File: src/rtl/button_debounce.sv
// Purpose : synchronise and debounce raw push-buttons, emit clean levels and press/release/long events.
// Latency : stable raw edge -> btn_level/btn_press/btn_release after DEBOUNCE_CYCLES+2 clk edges.
// Backpressure: none; pure level/pulse outputs, every event is a single-cycle pulse with no handshake.
//
// Ports:
//   clk          system clock; all outputs are in this domain
//   rst_n        asynchronous reset, active-low
//   btn_raw      raw asynchronous button pins (NUM_BTN wide)
//   btn_level    debounced pressed level, 1 = pressed
//   btn_press    1-cycle pulse on accepted press (and on each auto-repeat)
//   btn_release  1-cycle pulse on accepted release
//   btn_long     1-cycle pulse when a hold reaches LONG_CYCLES
//
// Build option: define BUTTON_REPEAT_EN to enable auto-repeat of btn_press
// every REPEAT_CYCLES while a button is held past the long-press point.

module button_debounce #(
    parameter int NUM_BTN         = 2,
    parameter int DEBOUNCE_CYCLES = 270000,
    parameter int LONG_CYCLES     = 27000000,
    parameter int REPEAT_CYCLES   = 5400000,
    parameter bit ACTIVE_LOW      = 1'b1
) (
    input  logic               clk,
    input  logic               rst_n,
    input  logic [NUM_BTN-1:0] btn_raw,
    output logic [NUM_BTN-1:0] btn_level,
    output logic [NUM_BTN-1:0] btn_press,
    output logic [NUM_BTN-1:0] btn_release,
    output logic [NUM_BTN-1:0] btn_long
);

    localparam int DW = $clog2(DEBOUNCE_CYCLES + 1);
    localparam int HW = $clog2(LONG_CYCLES + 1);
    localparam logic [DW-1:0] DEB_LAST  = DW'(DEBOUNCE_CYCLES - 1);
    localparam logic [HW-1:0] HOLD_LAST = HW'(LONG_CYCLES - 1);
    // Pin level seen while the button is not pressed.
    localparam logic IDLE_PIN = ACTIVE_LOW ? 1'b1 : 1'b0;

    generate
        if (DEBOUNCE_CYCLES < 1) begin : g_bad_deb
            $error("button_debounce: DEBOUNCE_CYCLES must be >= 1");
        end
        if (LONG_CYCLES < 2) begin : g_bad_long
            $error("button_debounce: LONG_CYCLES must be >= 2");
        end
        if (REPEAT_CYCLES < 1) begin : g_bad_rep
            $error("button_debounce: REPEAT_CYCLES must be >= 1");
        end
    endgenerate

    typedef enum logic [1:0] {
        ST_IDLE = 2'd0,
        ST_HELD = 2'd1,
        ST_LONG = 2'd2
    } state_e;

    // ------------------------------------------------------------------
    // Two-flop synchroniser, preset to the released pin level so reset
    // never looks like a press.
    // ------------------------------------------------------------------
    logic [NUM_BTN-1:0] sync1_q;
    logic [NUM_BTN-1:0] sync2_q;
    logic [NUM_BTN-1:0] pressed_s;

    always_ff @(posedge clk or negedge rst_n) begin
        if (!rst_n) begin
            sync1_q <= {NUM_BTN{IDLE_PIN}};
            sync2_q <= {NUM_BTN{IDLE_PIN}};
        end else begin
            sync1_q <= btn_raw;
            sync2_q <= sync1_q;
        end
    end

    assign pressed_s = ACTIVE_LOW ? ~sync2_q : sync2_q;

    // ------------------------------------------------------------------
    // Per-channel debounce counter, hold FSM and registered event pulses.
    // ------------------------------------------------------------------
    for (genvar i = 0; i < NUM_BTN; i++) begin : g_ch
        logic [DW-1:0] deb_cnt_q, deb_cnt_d;
        logic [HW-1:0] hold_cnt_q, hold_cnt_d;
        logic          level_q, level_d;
        logic          press_q, press_d;
        logic          release_q, release_d;
        logic          long_q, long_d;
        state_e        state_q, state_d;
        logic          rise, fall;
`ifdef BUTTON_REPEAT_EN
        localparam int RW = $clog2(REPEAT_CYCLES + 1);
        localparam logic [RW-1:0] REP_LAST = RW'(REPEAT_CYCLES - 1);
        logic [RW-1:0] rep_cnt_q, rep_cnt_d;
`endif

        always_comb begin
            deb_cnt_d  = deb_cnt_q;
            hold_cnt_d = hold_cnt_q;
            level_d    = level_q;
            state_d    = state_q;
            press_d    = 1'b0;
            release_d  = 1'b0;
            long_d     = 1'b0;
            rise       = 1'b0;
            fall       = 1'b0;
`ifdef BUTTON_REPEAT_EN
            rep_cnt_d  = rep_cnt_q;
`endif

            // Accept a change only on the DEBOUNCE_CYCLES-th consecutive
            // differing sample; any agreeing sample restarts the count.
            if (pressed_s[i] != level_q) begin
                if (deb_cnt_q == DEB_LAST) begin
                    level_d   = pressed_s[i];
                    deb_cnt_d = '0;
                    rise      = pressed_s[i];
                    fall      = ~pressed_s[i];
                end else begin
                    deb_cnt_d = deb_cnt_q + DW'(1);
                end
            end else begin
                deb_cnt_d = '0;
            end

            // The FSM reacts to the accepted change on the same edge that
            // btn_level moves, so pulses line up with the level.
            case (state_q)
                ST_IDLE: begin
                    if (rise) begin
                        state_d    = ST_HELD;
                        hold_cnt_d = '0;
                        press_d    = 1'b1;
                    end
                end
                ST_HELD: begin
                    if (fall) begin
                        state_d   = ST_IDLE;
                        release_d = 1'b1;
                    end else if (hold_cnt_q == HOLD_LAST) begin
                        state_d    = ST_LONG;
                        hold_cnt_d = hold_cnt_q + HW'(1);
                        long_d     = 1'b1;
`ifdef BUTTON_REPEAT_EN
                        rep_cnt_d  = '0;
`endif
                    end else begin
                        hold_cnt_d = hold_cnt_q + HW'(1);
                    end
                end
                ST_LONG: begin
                    // Hold counter stays parked at LONG_CYCLES here, so
                    // btn_long cannot fire a second time in one hold.
                    if (fall) begin
                        state_d   = ST_IDLE;
                        release_d = 1'b1;
                    end
`ifdef BUTTON_REPEAT_EN
                    else if (rep_cnt_q == REP_LAST) begin
                        rep_cnt_d = '0;
                        press_d   = 1'b1;
                    end else begin
                        rep_cnt_d = rep_cnt_q + RW'(1);
                    end
`endif
                end
                default: begin
                    state_d = ST_IDLE;
                end
            endcase
        end

        always_ff @(posedge clk or negedge rst_n) begin
            if (!rst_n) begin
                deb_cnt_q  <= '0;
                hold_cnt_q <= '0;
                level_q    <= 1'b0;
                press_q    <= 1'b0;
                release_q  <= 1'b0;
                long_q     <= 1'b0;
                state_q    <= ST_IDLE;
`ifdef BUTTON_REPEAT_EN
                rep_cnt_q  <= '0;
`endif
            end else begin
                deb_cnt_q  <= deb_cnt_d;
                hold_cnt_q <= hold_cnt_d;
                level_q    <= level_d;
                press_q    <= press_d;
                release_q  <= release_d;
                long_q     <= long_d;
                state_q    <= state_d;
`ifdef BUTTON_REPEAT_EN
                rep_cnt_q  <= rep_cnt_d;
`endif
            end
        end

        assign btn_level[i]   = level_q;
        assign btn_press[i]   = press_q;
        assign btn_release[i] = release_q;
        assign btn_long[i]    = long_q;
    end

endmodule

File: config.mk
export PLATFORM = sky130hd
export DESIGN_NAME = button_debounce
export DESIGN_NICKNAME = d
export VERILOG_FILES = /design/src/rtl/button_debounce.sv
export SDC_FILE = /design/constraint.sdc
export NUM_CORES = 1
export LEC_CHECK = 0
export ABC_AREA = 1
export CORE_MARGIN = 2
export CORE_UTILIZATION = 63
export DETAILED_ROUTE_END_ITERATION = 7
export GPL_TIMING_DRIVEN = 0
export PLACE_DENSITY_LB_ADDON = 0.3
export SLEW_MARGIN = 20
export SYNTH_ARGS = -nofsm -noshare
export SYNTH_HDL_FRONTEND = slang
export SYNTH_SLANG_ARGS = --single-unit
File: constraint.sdc
create_clock -name clk -period 2.3 [get_ports clk]
set_input_delay 0.345 -clock clk [delete_from_list [all_inputs] [get_ports clk]]
set_output_delay 0.345 -clock clk [all_outputs]
set_load 0.02 [all_outputs]
After elaboration in Yosys (flattened, before gate mapping)
Index checks and enable logic that the tools add are counted.
- bits in writable memories: 0
- memories: 0
- output and inout bits: 8
- latch bits: 0
- memory bits (read-only): 0
- input port bits: 4
- flip-flop bits (word level): 104
- logic and storage cells: 95
- shift operators: 0
- muxes and demuxes: 42
- bitwise gates (word level): 3
- multipliers: 0
- divide/modulo/power cells: 0
- add/sub/neg operators: 4
- equal/unequal tests: 18
- magnitude comparators: 0
- reductions and logical operators: 12
- operator list (operator ; count):
    two-way mux 25 bit ; 4
    case mux 25 bit (2 select lines) ; 2
    two-way mux 19 bit ; 4
    adder 25 x 1 -> 25 bit, second input constant ; 2
    == test 25 bit, second input constant ; 2
    adder 19 x 1 -> 19 bit, second input constant ; 2
    == test 19 bit, second input constant ; 2
    two-way mux 1 bit ; 22
    two-way mux 2 bit ; 8
    inequality test 2 bit, second input constant ; 6
    case mux 2 bit (3 select lines) ; 2
    AND reduction 3 bit ; 4
    inequality test 3 bit, second input constant ; 2
    == test 2 x 1 -> 1 bit, second input constant ; 2
    == test 2 bit, second input constant ; 2
    zero test 2 bit ; 2
    AND reduction 2 bit ; 2
    nonzero test 2 bit ; 2
    OR reduction 2 bit ; 2
    inequality test 1 bit ; 2
    inverter 1 bit ; 2
    inverter 2 bit ; 1

Longest topological paths before layout
Gate-level depths: netlist of run 1.
- depth in word-level cells: 6
- mapped depth: 12
- gate-level depth less buffers: 12

Worst setup path after synthesis of run 1
Ideal clock, no wire load.
- kind: reg-to-reg
- start: reg g_ch[1].deb_cnt_q[0]
- end: reg g_ch[1].hold_cnt_q[22]
- slack: 587 ps
- library setup time: 117 ps
- cell stages (with the launch flop): 12
- arrival time: 1596 ps
- buffers on the path: 1
- clock period less this slack: 1713 ps
- required time: 2183 ps
- cell sequence: dfrtp_1 -> ha_1 -> nand2_2 -> nor2_4 -> inv_2 -> nor2_4 -> nand3_2 -> nand2_2 -> nand2_4 -> buf_2 -> nand3_1 -> nand2_1
- cells in the longest elaborated chain, start to end: 5
- elaborated cells between the ends (all ways): 8
- those cells by class: 3 x eq/ne; 4 x mux; 1 x reduce/logical
- RTL lines (what ; line ; source):
    from (decl) ; 82 ; logic [DW-1:0] deb_cnt_q, deb_cnt_d;
    from (signal assigned) ; 185 ; deb_cnt_q <= deb_cnt_d;
    == test 19 bit (*) ; 113 ; if (deb_cnt_q == DEB_LAST) begin
    two-way mux 1 bit ; 113 ;
    two-way mux 1 bit ; 112 ; if (pressed_s[i] != level_q) begin
    inequality test 2 bit (no source line) ; n/a ;
    AND reduction 3 bit (no source line) (*) ; n/a ;
    to (signal assigned) ; 186 ; hold_cnt_q <= hold_cnt_d;
    to (decl) ; 83 ; logic [HW-1:0] hold_cnt_q, hold_cnt_d;
Mark *: on every way between the ends. The rest lies on a longest branch, timed or not.
A chain may end at the register's enable or synchronous reset.

Final worst setup path of run 1
- start: reg g_ch[0].state_q[1]
- end: reg g_ch[0].hold_cnt_q[8]
- cells in the longest elaborated chain, start to end: 3
- elaborated cells between the ends (all ways): 7
- those cells by class: 3 x eq/ne; 1 x mux; 3 x reduce/logical
- RTL lines (what ; line ; source):
    from (decl) ; 88 ; state_e state_q, state_d;
    from (signal assigned) ; 191 ; state_q <= state_d;
    == test 2 x 1 -> 1 bit / zero test 2 bit (equally long branches) ; 127 ; case (state_q)
    inequality test 2 bit (no source line) / nonzero test 2 bit (equally long branches) ; n/a ;
    AND reduction 3 bit (no source line) ; n/a ;
    to (signal assigned) ; 186 ;
    to (decl) ; 83 ;
Several ways; a longest one is shown, not always the timed one.

==> metrics.md, run 1 <==
| Metric | Value |
|---|---|
| Setup Fix Bufs, Post-CTS | `0` |
| Hpwl dp | `10.7 mm` |
| N_diodes | `0` |
| Port Buffers | `11` |
| Power, Total | `0.00313 W` |
| Worst VDD drop | `0.437 mV` |
| Max-cap viol count | `0` |
| CTS tree | `built` |
| Overflow left after global routing | `0` |
| EDFF count, synth | `0` |
| Ratio of final minimum period to clock period | `88.7%` |
| Initial detailed-routing violation count | `400` |
| DR vias | `5997` |
| Placed inst area | `6880 µm²` |
| NumNets Final | `990` |
| Setup TNS | `0 ns` |
| Worst hold start | `btn_raw[0]` |
| Vias/cell | `5.37` |
| Flop2flop setup slack | `0.26 ns` |
| Worst Path Max Fanout | `10` |
| Max Freq | `490 MHz` |
| Die Ht | `106 µm` |
| Worst-Margin Slew | `0.530 ns` |
| P&R area growth vs syn | `8.01%` |
| Utilization after layout | `69.4%` |
| Maximum number of pins on one net before global-route repair | `77` |
| Final slew viol count | `0` |
| Initial Util | `64.3%` |
| Post-Syn Area per Cell | `6.90 µm²` |
| Pleak | `3.11 nW` |
| Remaining DRCs | `0` |
| Crit end category | `register` |
| Startpoint types | `register` |
| Period minus WS final | `2.04 ns` |
| Post-synthesis cell area | `6570 µm²` |
| CTS root buffer | `clkbuf_8` |
| Cts bufs inserted | `9` |
| Prevailing post-synth register cell | `dfrtp_1` |
| CORE AREA | `10200 µm²` |
| Post-synthesis register bit count | `104` |
| Hold Crit Class | `input pin to register` |
| Initial antenna violation count | `0` |
| Total GRT Usage | `28.0%` |
| Largest cells by area after synthesis | `dfrtp_1, nand2_1, nor2_1` |
| RR Startpoint | `g_ch[0].state_q[1]$_DFFE_PN0P_` |
| Num ports | `12` |
| Hold Vio Cnt, Final | `0` |
| Final Skew | `0.0142 ns` |
| Post-Syn Nets | `967` |
| Setup crit end | `g_ch[0].hold_cnt_q[8]$_DFFE_PN0P_` |
| WL/cell | `12.9 µm` |
| Crit. Startpoint | `g_ch[0].state_q[1]$_DFFE_PN0P_` |
| RSZ-0062 raised after global routing | `no` |
| Die W | `106 µm` |
| Pwr Density | `440 nW/µm²` |
| Global-route wire length before repair | `25.6 mm` |
| Reg2reg end | `g_ch[0].hold_cnt_q[8]$_DFFE_PN0P_` |
| Slew headroom | `64.5%` |
| Worst Path Arrival | `2.33 ns` |
| Critical Path RT | `2.59 ns` |
| CTS H-Tree Depth | `3` |
| Post-synthesis sequential area ratio | `39.7%` |
| Layout Cells excl Fill | `1117` |
| DIE AREA | `11300 µm²` |
| Final Instance Area | `7100 µm²` |
| Post-synth cell types | `32` |
| Clk_lat worst skew | `0.40 ns` |
| ANT nets after route | `0` |
| Total Routed Length | `14.5 mm` |
| Reg2Reg Depth | `8` |
| Synth Instances | `953` |
| FFs w/ async S/R, synth | `100%` |
| FP Rows | `37` |
| Layout cells sized above 1 | `7.34%` |
| Status | `finished clean` |
| Post-synth top area cell | `dfrtp_1` |
| Vias in the first global route | `5696` |
| DR pass1 iterations | `5` |
| Placed cells | `1101` |
| Clk pin slew, worst setup/hold paths | `0.12 ns` |
| Ys Warns | `0` |
| Clock sink count | `104` |
| Kind of critical path | `register to register` |
| Gpl congestion | `0.997` |
| Clock Tree Buf Depth | `2` |
| Top cell type's share of synthesized area | `38.1%` |
| Final setup vio count | `0` |
-- how the worst min path moves through the flow --
stage / endpoint / depth (start not counted)
after floorplan: g_ch[0].deb_cnt_q[0]$_DFF_PN0_ / 0
after global routing: sync1_q[0]$_DFF_PN1_ / 1
after detailed placement: g_ch[0].deb_cnt_q[7]$_DFF_PN0_ / 1
after global placement: sync2_q[1]$_DFF_PN1_ / 0
after CTS: sync1_q[0]$_DFF_PN1_ / 1
final: sync1_q[0]$_DFF_PN1_ / 1
-- metrics by stage --
step                      hold WS (ns)  setup slack [ns]
after floorplan                 0.0494             0.587
after global placement           0.350             -2.96
after detailed placement         0.233             0.189
after CTS                        0.319             0.150
after global routing             0.319            0.0337
final                            0.336             0.261
-- logic make-up (layout without fill, tap and decap cells) --
kind of cell	Yosys count	in the layout	share of synthesized area, %
AOI/OAI and AO/OA	19	19	1.69
xor gates and xnor gates	40	40	5.33
adders and majority gates	10	10	1.90
buffers and inverters	110	138	7.94
DFF	104	104	39.7
and+or+nand+nor	670	670	43.5
-- cells in the final DEF, fill, tap and decap left out, types with 7 or more instances in the layout --
master / n
inv_1: 79
nand2_1: 314
nor3_1: 18
nand3_1: 89
nand4_1: 27
buf_4: 9
xor2_1: 27
nor2_1: 189
dfrtp_1: 100
buf_6: 10
a21oi_1: 7
xnor2_1: 13
ha_1: 10
clkdlybuf4s50_1: 10
clkbuf_8: 9
-- cell usage after synthesis, types with 2 or more instances --
library cell and n:
o21ai_0 5, a21oi_1 7, nand2_4 4, xor2_1 27, buf_4 9, nor3_1 18
nand2_2 6, nand3_1 89, xnor2_1 13, nand2_1 314, ha_1 10, dfstp_2 4
o21bai_1 4, inv_2 2, nor2_1 190, nand3_2 3, clkbuf_1 4, nor4_1 3
nand4_1 27, nor2_2 5, buf_2 6, inv_1 79, dfrtp_1 100, nor2_4 3
buf_6 9, nor3b_1 6
-- where the power goes --
group / switching, W / internal, W
clock network: 0.000750 / 0.000439
registers: 0.0000130 / 0.00184
logic: 0.0000586 / 0.0000225
total: 0.000822 / 0.00230
-- layout make-up --
type	count	area, µm²
plain buffers	27	210
clock buffers	9	124
clock inverters	7	81.3
fillers	860	3130
inverters	82	312
multi-input cells	739	3450
flip-flops and latches	104	2610
well taps	136	170
repair buffers	13	149
-- worst max-delay path: stages (launching register included) --
cell,delay (ns)
dfrtp_1,0.43
inv_1,0.10
ha_1,0.41
clkinvlp_4,0.33
nand2_1,0.17
nand2_4,0.10
buf_2,0.20
nand3_1,0.11
nand2_1,0.07
-- state kept, by name (all words and copies together) (netlist names) --
| name | flops |
|---|---|
| g_ch.press_q | 2 |
| g_ch.hold_cnt_q | 50 |
| sync2_q | 2 |
| g_ch.deb_cnt_q | 38 |
| g_ch.release_q | 2 |
| g_ch.level_q | 2 |
| sync1_q | 2 |
| g_ch.state_q | 4 |
| g_ch.long_q | 2 |
-- per-layer routing --
layer	GRT usage, %	part of all wire [%]	vias up
li1	-	-	3047
met1	37.7	46	2767
met2	45.8	47	158
met3	5.52	4.8	25
met4	9.02	1.8	0
met5	0	0	-
-- what timing repair did --
action                                 4_1_cts  5_1_grt
resized for setup                            0        2
hold buffers                                 1        0
endpoints found under the hold margin       28        0
setup endpoints to repair                    0       19
No activity file was read; power rests on OpenSTA's default activity.
==> run 2: changes to the inputs <==
--- a/config.mk
+++ b/config.mk
@@ -11,6 +11,7 @@
 export DETAILED_ROUTE_END_ITERATION = 7
 export GPL_TIMING_DRIVEN = 0
 export PLACE_DENSITY_LB_ADDON = 0.3
+export RECOVER_POWER = 25
 export SLEW_MARGIN = 20
 export SYNTH_ARGS = -nofsm -noshare
 export SYNTH_HDL_FRONTEND = slang
==> metrics.md, run 2 (same netlist as run 1, synthesis figures left out) <==
| Metric | Value |
|---|---|
| Initial antenna violation count | `0 (unchanged)` |
| NumNets Final | `990 (unchanged)` |
| Cts bufs inserted | `9 (unchanged)` |
| Worst VDD drop | `0.437 mV (about the same)` |
| FP Rows | `37 (unchanged)` |
| Final Skew | `0.0133 ns (was 0.0142 ns)` |
| Total Routed Length | `14.4 mm (was 14.5 mm)` |
| Critical Path RT | `2.60 ns (was 2.59 ns)` |
| Total GRT Usage | `28.0% (unchanged)` |
| Ratio of final minimum period to clock period | `88.2% (was 88.7%)` |
| Num ports | `12 (unchanged)` |
| Hold Vio Cnt, Final | `0 (unchanged)` |
| Clock Tree Buf Depth | `2 (unchanged)` |
| Crit end category | `register (unchanged)` |
| WL/cell | `12.9 µm (about the same)` |
| Vias/cell | `5.33 (was 5.37)` |
| Commonest cells after routing, fill and taps aside | `nand2_1, nor2_1, dfrtp_1, nand3_1, inv_1 (unchanged)` |
| Reg with most FFs | `g_ch.hold_cnt_q (unchanged)` |
| Final Instance Area | `7080 µm² (was 7100 µm²)` |
| Initial Util | `64.3% (unchanged)` |
| Fin Hold WS | `0.368 ns (was 0.336 ns)` |
| Worst-Margin Slew | `0.999 ns (was 0.530 ns)` |
| CORE AREA | `10200 µm² (unchanged)` |
| CTS H-Tree Depth | `3 (unchanged)` |
| Max Freq | `493 MHz (was 490 MHz)` |
| CTS root buffer | `clkbuf_8 (unchanged)` |
| Gpl congestion | `0.997 (unchanged)` |
| Remaining DRCs | `0 (unchanged)` |
| CTS tree | `built (unchanged)` |
| Final setup vio count | `0 (unchanged)` |
| Setup TNS | `0 ns (unchanged)` |
| DR vias | `5959 (was 5997)` |
| Worst Path Max Fanout | `7 (was 10)` |
| Biggest regs | `g_ch.hold_cnt_q (50), g_ch.deb_cnt_q (38), g_ch.state_q (4) (unchanged)` |
| Vias in the first global route | `5696 (unchanged)` |
| Die Ht | `106 µm (unchanged)` |
| Kind of critical path | `register to register (unchanged)` |
| Placed inst area | `6880 µm² (unchanged)` |
| Crit-path slowest cell | `dfrtp_1 (unchanged)` |
| Layout cells sized above 1 | `7.34% (unchanged)` |
| Period minus WS final | `2.03 ns (was 2.04 ns)` |
| Overflow left after global routing | `0 (unchanged)` |
| Commonest non-fill, non-tap cell in the layout | `nand2_1 (unchanged)` |
| Pleak | `3.10 nW (was 3.11 nW)` |
| RSZ-0062 raised after global routing | `no (unchanged)` |
| Reg2Reg Depth | `10 (was 8)` |
| Port Buffers | `11 (unchanged)` |
| Pwr Density | `441 nW/µm² (was 440 nW/µm²)` |
| Slew headroom | `33.4% (was 64.5%)` |
| Status | `finished clean (unchanged)` |
| DR pass1 iterations | `5 (unchanged)` |
| Maximum number of pins on one net before global-route repair | `77 (unchanged)` |
| Final slew viol count | `0 (unchanged)` |
| Clock sink count | `104 (unchanged)` |
| Setup Fix Bufs, Post-CTS | `0 (unchanged)` |
| Max FFs per register | `50 (unchanged)` |
| Max incr delay on CP | `0.49 ns (was 0.43 ns)` |
| Hold Crit Class | `register to register (was input pin to register)` |
| Initial detailed-routing violation count | `363 (was 400)` |
| ANT nets after route | `0 (unchanged)` |
| Worst hold path depth | `0 (was 1)` |
| DIE AREA | `11300 µm² (unchanged)` |
| Hpwl dp | `10.7 mm (unchanged)` |
| Crit path cell chain | `ha_1 -> inv_1 -> nor2_2 -> nand2_1 -> nor2_1 -> nand3_1 -> nand3_1 -> nand3_1 -> nand2_1 -> nand2_1 (was inv_1 -> ha_1 -> clkinvlp_4 -> nand2_1 -> nand2_4 -> buf_2 -> nand3_1 -> nand2_1)` |
| Worst Path Arrival | `2.33 ns (about the same)` |
| Max-cap viol count | `0 (unchanged)` |
| Startpoint types | `register (unchanged)` |
| N_diodes | `0 (unchanged)` |
| Die W | `106 µm (unchanged)` |
| Clk pin slew, worst setup/hold paths | `0.12 ns (about the same)` |
| Clk_lat worst skew | `0.40 ns (about the same)` |
| Global-route wire length before repair | `25.6 mm (unchanged)` |
| P&R area growth vs syn | `7.71% (was 8.01%)` |
-- run 2: changes by cell type in the layout (fill, tap and decap cells not counted), sizes merged --
| cell | before | now |
|---|---|---|
| clkdlybuf4s50 | 10 | 8 |
| dlygate4sd3 | 1 | 3 |
| buf | 26 | 25 |
| clkbuf | 12 | 13 |
-- run 2: where the power goes --
| group | internal (W) | switching (W) |
|---|---|---|
| sequential | 0.00184 | 0.0000129 |
| clock | 0.000439 | 0.000753 |
| combinational | 0.0000178 | 0.0000582 |
| total | 0.00230 | 0.000824 |
-- run 2: worst paths after layout --
| path | startpoint | endpoint | slack (ns) |
|---|---|---|---|
| max | g_ch[0].hold_cnt_q[0]$_DFFE_PN0P_ | g_ch[0].state_q[1]$_DFFE_PN0P_ | 0.27 |
| min | sync1_q[0]$_DFF_PN1_ | sync2_q[0]$_DFF_PN1_ | 0.37 |
| max reg2reg | g_ch[0].hold_cnt_q[0]$_DFFE_PN0P_ | g_ch[0].state_q[1]$_DFFE_PN0P_ | 0.27 |
| min reg2reg | sync1_q[0]$_DFF_PN1_ | sync2_q[0]$_DFF_PN1_ | 0.37 |
| max in group asynchronous | rst_n | g_ch[1].hold_cnt_q[19]$_DFFE_PN0P_ | 0.62 |
| min in group asynchronous | rst_n | g_ch[0].hold_cnt_q[5]$_DFFE_PN0P_ | 0.38 |
-- run 2: worst max-delay path, delay by kind of cell, from the launching register on --
family	cells	cell delay (ns)
AND/OR/NAND/NOR	8	1.08
flip-flops	1	0.49
adder cells (fa/ha/maj)	1	0.29
buffers and inverters	1	0.07
-- run 2: routing by layer --
layer	part of all wire, %	track usage [%]
met1	46	37.7
met2	47	45.8
met3	5.3	5.52
met4	1.8	9.02
met5	0	0
-- run 2: cell type report --
| type | count | area [µm²] |
|---|---|---|
| clock inverters | 7 | 81.3 |
| multi-input cells | 739 | 3450 |
| repair buffers | 13 | 129 |
| well taps | 136 | 170 |
| plain buffers | 27 | 210 |
| inverters | 82 | 312 |
| fillers | 862 | 3150 |
| flip-flops and latches | 104 | 2610 |
| clock buffers | 9 | 124 |
-- run 2: what timing repair did --
item / CTS / global route
endpoints found under the setup margin: 0 / 19
resized for setup: 0 / 2
hold buffers: 1 / 0
endpoints found under the hold margin: 28 / 0
-- run 2: per-stage QoR --
step	util, %	instances	total power, W	setup slack (ns)
floorplan	-	953	0.00192	0.587
global placement	67.0	1100	0.00197	-2.96
CTS	69.4	1118	0.00318	0.150
global route	69.2	1117	0.00323	0.0337
detailed placement	67.3	1101	0.00197	0.189
finish	69.2	1117	0.00312	0.271
==> run 3: changes to the inputs <==
--- a/config.mk
+++ b/config.mk
@@ -7,7 +7,8 @@
 export LEC_CHECK = 0
 export ABC_AREA = 1
 export CORE_MARGIN = 2
-export CORE_UTILIZATION = 63
+export CORE_UTILIZATION = 60
+export CTS_CLUSTER_SIZE = 8
 export DETAILED_ROUTE_END_ITERATION = 7
 export GPL_TIMING_DRIVEN = 0
 export PLACE_DENSITY_LB_ADDON = 0.3
==> metrics.md, run 3 (same netlist as run 1, synthesis figures left out) <==
| Metric | Value |
|---|---|
| Reg2reg end | `g_ch[1].hold_cnt_q[4]$_DFFE_PN0P_ (was g_ch[0].state_q[1]$_DFFE_PN0P_)` |
| Reg2Reg Depth | `11 (was 10)` |
| Max-cap viol count | `0 (unchanged)` |
| Worst hold path depth | `0 (unchanged)` |
| Layout cells sized above 1 | `7.24% (was 7.34%)` |
| RR Startpoint | `g_ch[1].deb_cnt_q[0]$_DFF_PN0_ (was g_ch[0].hold_cnt_q[0]$_DFFE_PN0P_)` |
| WL/cell | `12.7 µm (was 12.9 µm)` |
| Worst hold start | `sync1_q[1]$_DFF_PN1_ (was sync1_q[0]$_DFF_PN1_)` |
| Die W | `109 µm (was 106 µm)` |
| Power, Total | `0.00302 W (was 0.00312 W)` |
| Total Routed Length | `14.2 mm (was 14.4 mm)` |
| Worst Path Max Fanout | `10 (was 7)` |
| Cts bufs inserted | `9 (unchanged)` |
| Remaining DRCs | `0 (unchanged)` |
| Worst Hold End | `sync2_q[1]$_DFF_PN1_ (was sync2_q[0]$_DFF_PN1_)` |
| P&R area growth vs syn | `7.33% (was 7.71%)` |
| Status | `finished clean (unchanged)` |
| ANT nets after route | `0 (unchanged)` |
| Critical Path RT | `2.59 ns (was 2.60 ns)` |
| Clock Tree Buf Depth | `2 (unchanged)` |
| Port Buffers | `11 (unchanged)` |
| Hpwl dp | `10.6 mm (was 10.7 mm)` |
| Final Skew | `0.0144 ns (was 0.0133 ns)` |
| Vias in the first global route | `5417 (was 5696)` |
| Crit path cell chain | `ha_1 -> nand2_2 -> nor2_4 -> inv_2 -> nor2_4 -> nand3_2 -> nand2_2 -> nand2_4 -> buf_2 -> nand3_1 -> nand2_1 (was ha_1 -> inv_1 -> nor2_2 -> nand2_1 -> nor2_1 -> nand3_1 -> nand3_1 -> nand3_1 -> nand2_1 -> nand2_1)` |
| Overflow left after global routing | `0 (unchanged)` |
| Clk_lat worst skew | `0.40 ns (about the same)` |
| Gpl congestion | `0.936 (was 0.997)` |
| CTS H-Tree Depth | `3 (unchanged)` |
| CTS tree | `built (unchanged)` |
| NumNets Final | `990 (unchanged)` |
| Utilization after layout | `65.7% (was 69.2%)` |
| Crit-path slowest cell | `dfrtp_1 (unchanged)` |
| Initial antenna violation count | `0 (unchanged)` |
| Max FFs per register | `50 (unchanged)` |
| Hold Vio Cnt, Final | `0 (unchanged)` |
| Clock sink count | `104 (unchanged)` |
| Worst VDD drop | `0.590 mV (was 0.437 mV)` |
| Reg with most FFs | `g_ch.hold_cnt_q (unchanged)` |
| Maximum number of pins on one net before global-route repair | `57 (was 77)` |
| Crit-path leading delay family | `simple AND/OR/NAND/NOR gates (unchanged)` |
| CTS root buffer | `clkbuf_8 (unchanged)` |
| Die Ht | `109 µm (was 106 µm)` |
| DR vias | `5856 (was 5959)` |
| Commonest non-fill, non-tap cell in the layout | `nand2_1 (unchanged)` |
| Biggest regs | `g_ch.hold_cnt_q (50), g_ch.deb_cnt_q (38), g_ch.state_q (4) (unchanged)` |
| N_diodes | `0 (unchanged)` |
| Num ports | `12 (unchanged)` |
| Period minus WS final | `2.05 ns (was 2.03 ns)` |
| Commonest cells after routing, fill and taps aside | `nand2_1, nor2_1, dfrtp_1, nand3_1, inv_1 (unchanged)` |
| Flop2flop setup slack | `0.25 ns (was 0.27 ns)` |
| Vias/cell | `5.22 (was 5.33)` |
| DIE AREA | `11800 µm² (was 11300 µm²)` |
| Initial Util | `61.2% (was 64.3%)` |
| Setup Fix Bufs, Post-CTS | `0 (unchanged)` |
| Total GRT Usage | `26.3% (was 28.0%)` |
| Worst Path Arrival | `2.34 ns (was 2.33 ns)` |
| CORE AREA | `10700 µm² (was 10200 µm²)` |
| Final setup vio count | `0 (unchanged)` |
| FP Rows | `38 (was 37)` |
| Final slew viol count | `0 (unchanged)` |
| Pleak | `3.09 nW (was 3.10 nW)` |
| Initial detailed-routing violation count | `340 (was 363)` |
| Kind of critical path | `register to register (unchanged)` |
| Startpoint types | `register (unchanged)` |
| Slew headroom | `22.0% (was 33.4%)` |
| Worst-Margin Slew | `1.17 ns (was 0.999 ns)` |
| Crit end category | `register (unchanged)` |
| Clk pin slew, worst setup/hold paths | `0.10 ns (was 0.12 ns)` |
| Max incr delay on CP | `0.49 ns (about the same)` |
| Fillcell total | `1006 (was 862)` |
| Max Freq | `489 MHz (was 493 MHz)` |
| Ratio of final minimum period to clock period | `88.9% (was 88.2%)` |
| DR pass1 iterations | `5 (unchanged)` |
| RSZ-0062 raised after global routing | `no (unchanged)` |
| Pwr Density | `428 nW/µm² (was 441 nW/µm²)` |
| Global-route wire length before repair | `24.7 mm (was 25.6 mm)` |
| Hold Crit Class | `register to register (unchanged)` |
| Buf/Inv on CP | `2 (was 1)` |
-- run 3: per-stage QoR --
| stage | worst slack [ns] | hold WS, ns | cells | setup TNS (ns) | area [µm²] |
|---|---|---|---|---|---|
| 2_1_floorplan | 0.587 | 0.0494 | 953 | 0 | 6570 |
| 3_3_place_gp | -2.96 | 0.346 | 1104 | -302.60 | 6860 |
| 3_5_place_dp | 0.183 | 0.309 | 1105 | 0 | 6890 |
| 4_1_cts | 0.164 | 0.332 | 1122 | 0 | 7080 |
| 5_1_grt | 0.0785 | 0.372 | 1121 | 0 | 7060 |
| 6_report | 0.254 | 0.363 | 1121 | 0 | 7060 |
-- run 3: worst max path at each step --
stage,cells past startpoint,end,from
detailed placement,10,g_ch[0].hold_cnt_q[3]$_DFFE_PN0P_,g_ch[0].state_q[1]$_DFFE_PN0P_
global route,12,g_ch[1].state_q[1]$_DFFE_PN0P_,g_ch[1].hold_cnt_q[0]$_DFFE_PN0P_
global placement,1,g_ch[0].hold_cnt_q[21]$_DFFE_PN0P_,rst_n
CTS,10,g_ch[0].hold_cnt_q[3]$_DFFE_PN0P_,g_ch[0].state_q[1]$_DFFE_PN0P_
floorplan,11,g_ch[1].hold_cnt_q[22]$_DFFE_PN0P_,g_ch[1].deb_cnt_q[0]$_DFF_PN0_
finish,11,g_ch[1].hold_cnt_q[4]$_DFFE_PN0P_,g_ch[1].deb_cnt_q[0]$_DFF_PN0_
-- run 3: power by group --
part           internal [W]  switching (W)  total [W]
logic             0.0000173      0.0000569  0.0000741
clock network      0.000405       0.000686    0.00109
registers           0.00184      0.0000135    0.00186
total               0.00226       0.000757    0.00302
-- run 3: cell type report --
type	count	area, µm²	share of cell area, %
multi-input cells	739	3450	48.9
clock buffers	9	124	1.76
repair buffers	13	126	1.79
flip-flops and latches	104	2610	37.0
clock inverters	7	53.8	0.763
well taps	140	175	2.48
inverters	82	312	4.42
plain buffers	27	210	2.98
-- run 3: worst register-to-register path, cell delays in order (launching register included) --
cell and delay [ns]:
dfrtp_1 0.49, ha_1 0.33, nand2_2 0.11, nor2_4 0.12
inv_2 0.06, nor2_4 0.13, nand3_2 0.13, nand2_2 0.13
nand2_4 0.08, buf_2 0.20, nand3_1 0.11, nand2_1 0.06
-- run 3: metal layers --
metal	vias to the layer above	global-route usage, %	routed length (µm)
met4	0	8.15	223
li1	3035	-	-
met5	-	0	0
met2	115	43.2	6590
met3	20	5.26	688
met1	2686	35.1	6740
-- run 3: what timing repair did --
item,CTS,global route
resized for setup,0,2
hold buffers,1,0
endpoints found under the hold margin,47,0
setup endpoints to repair,0,24
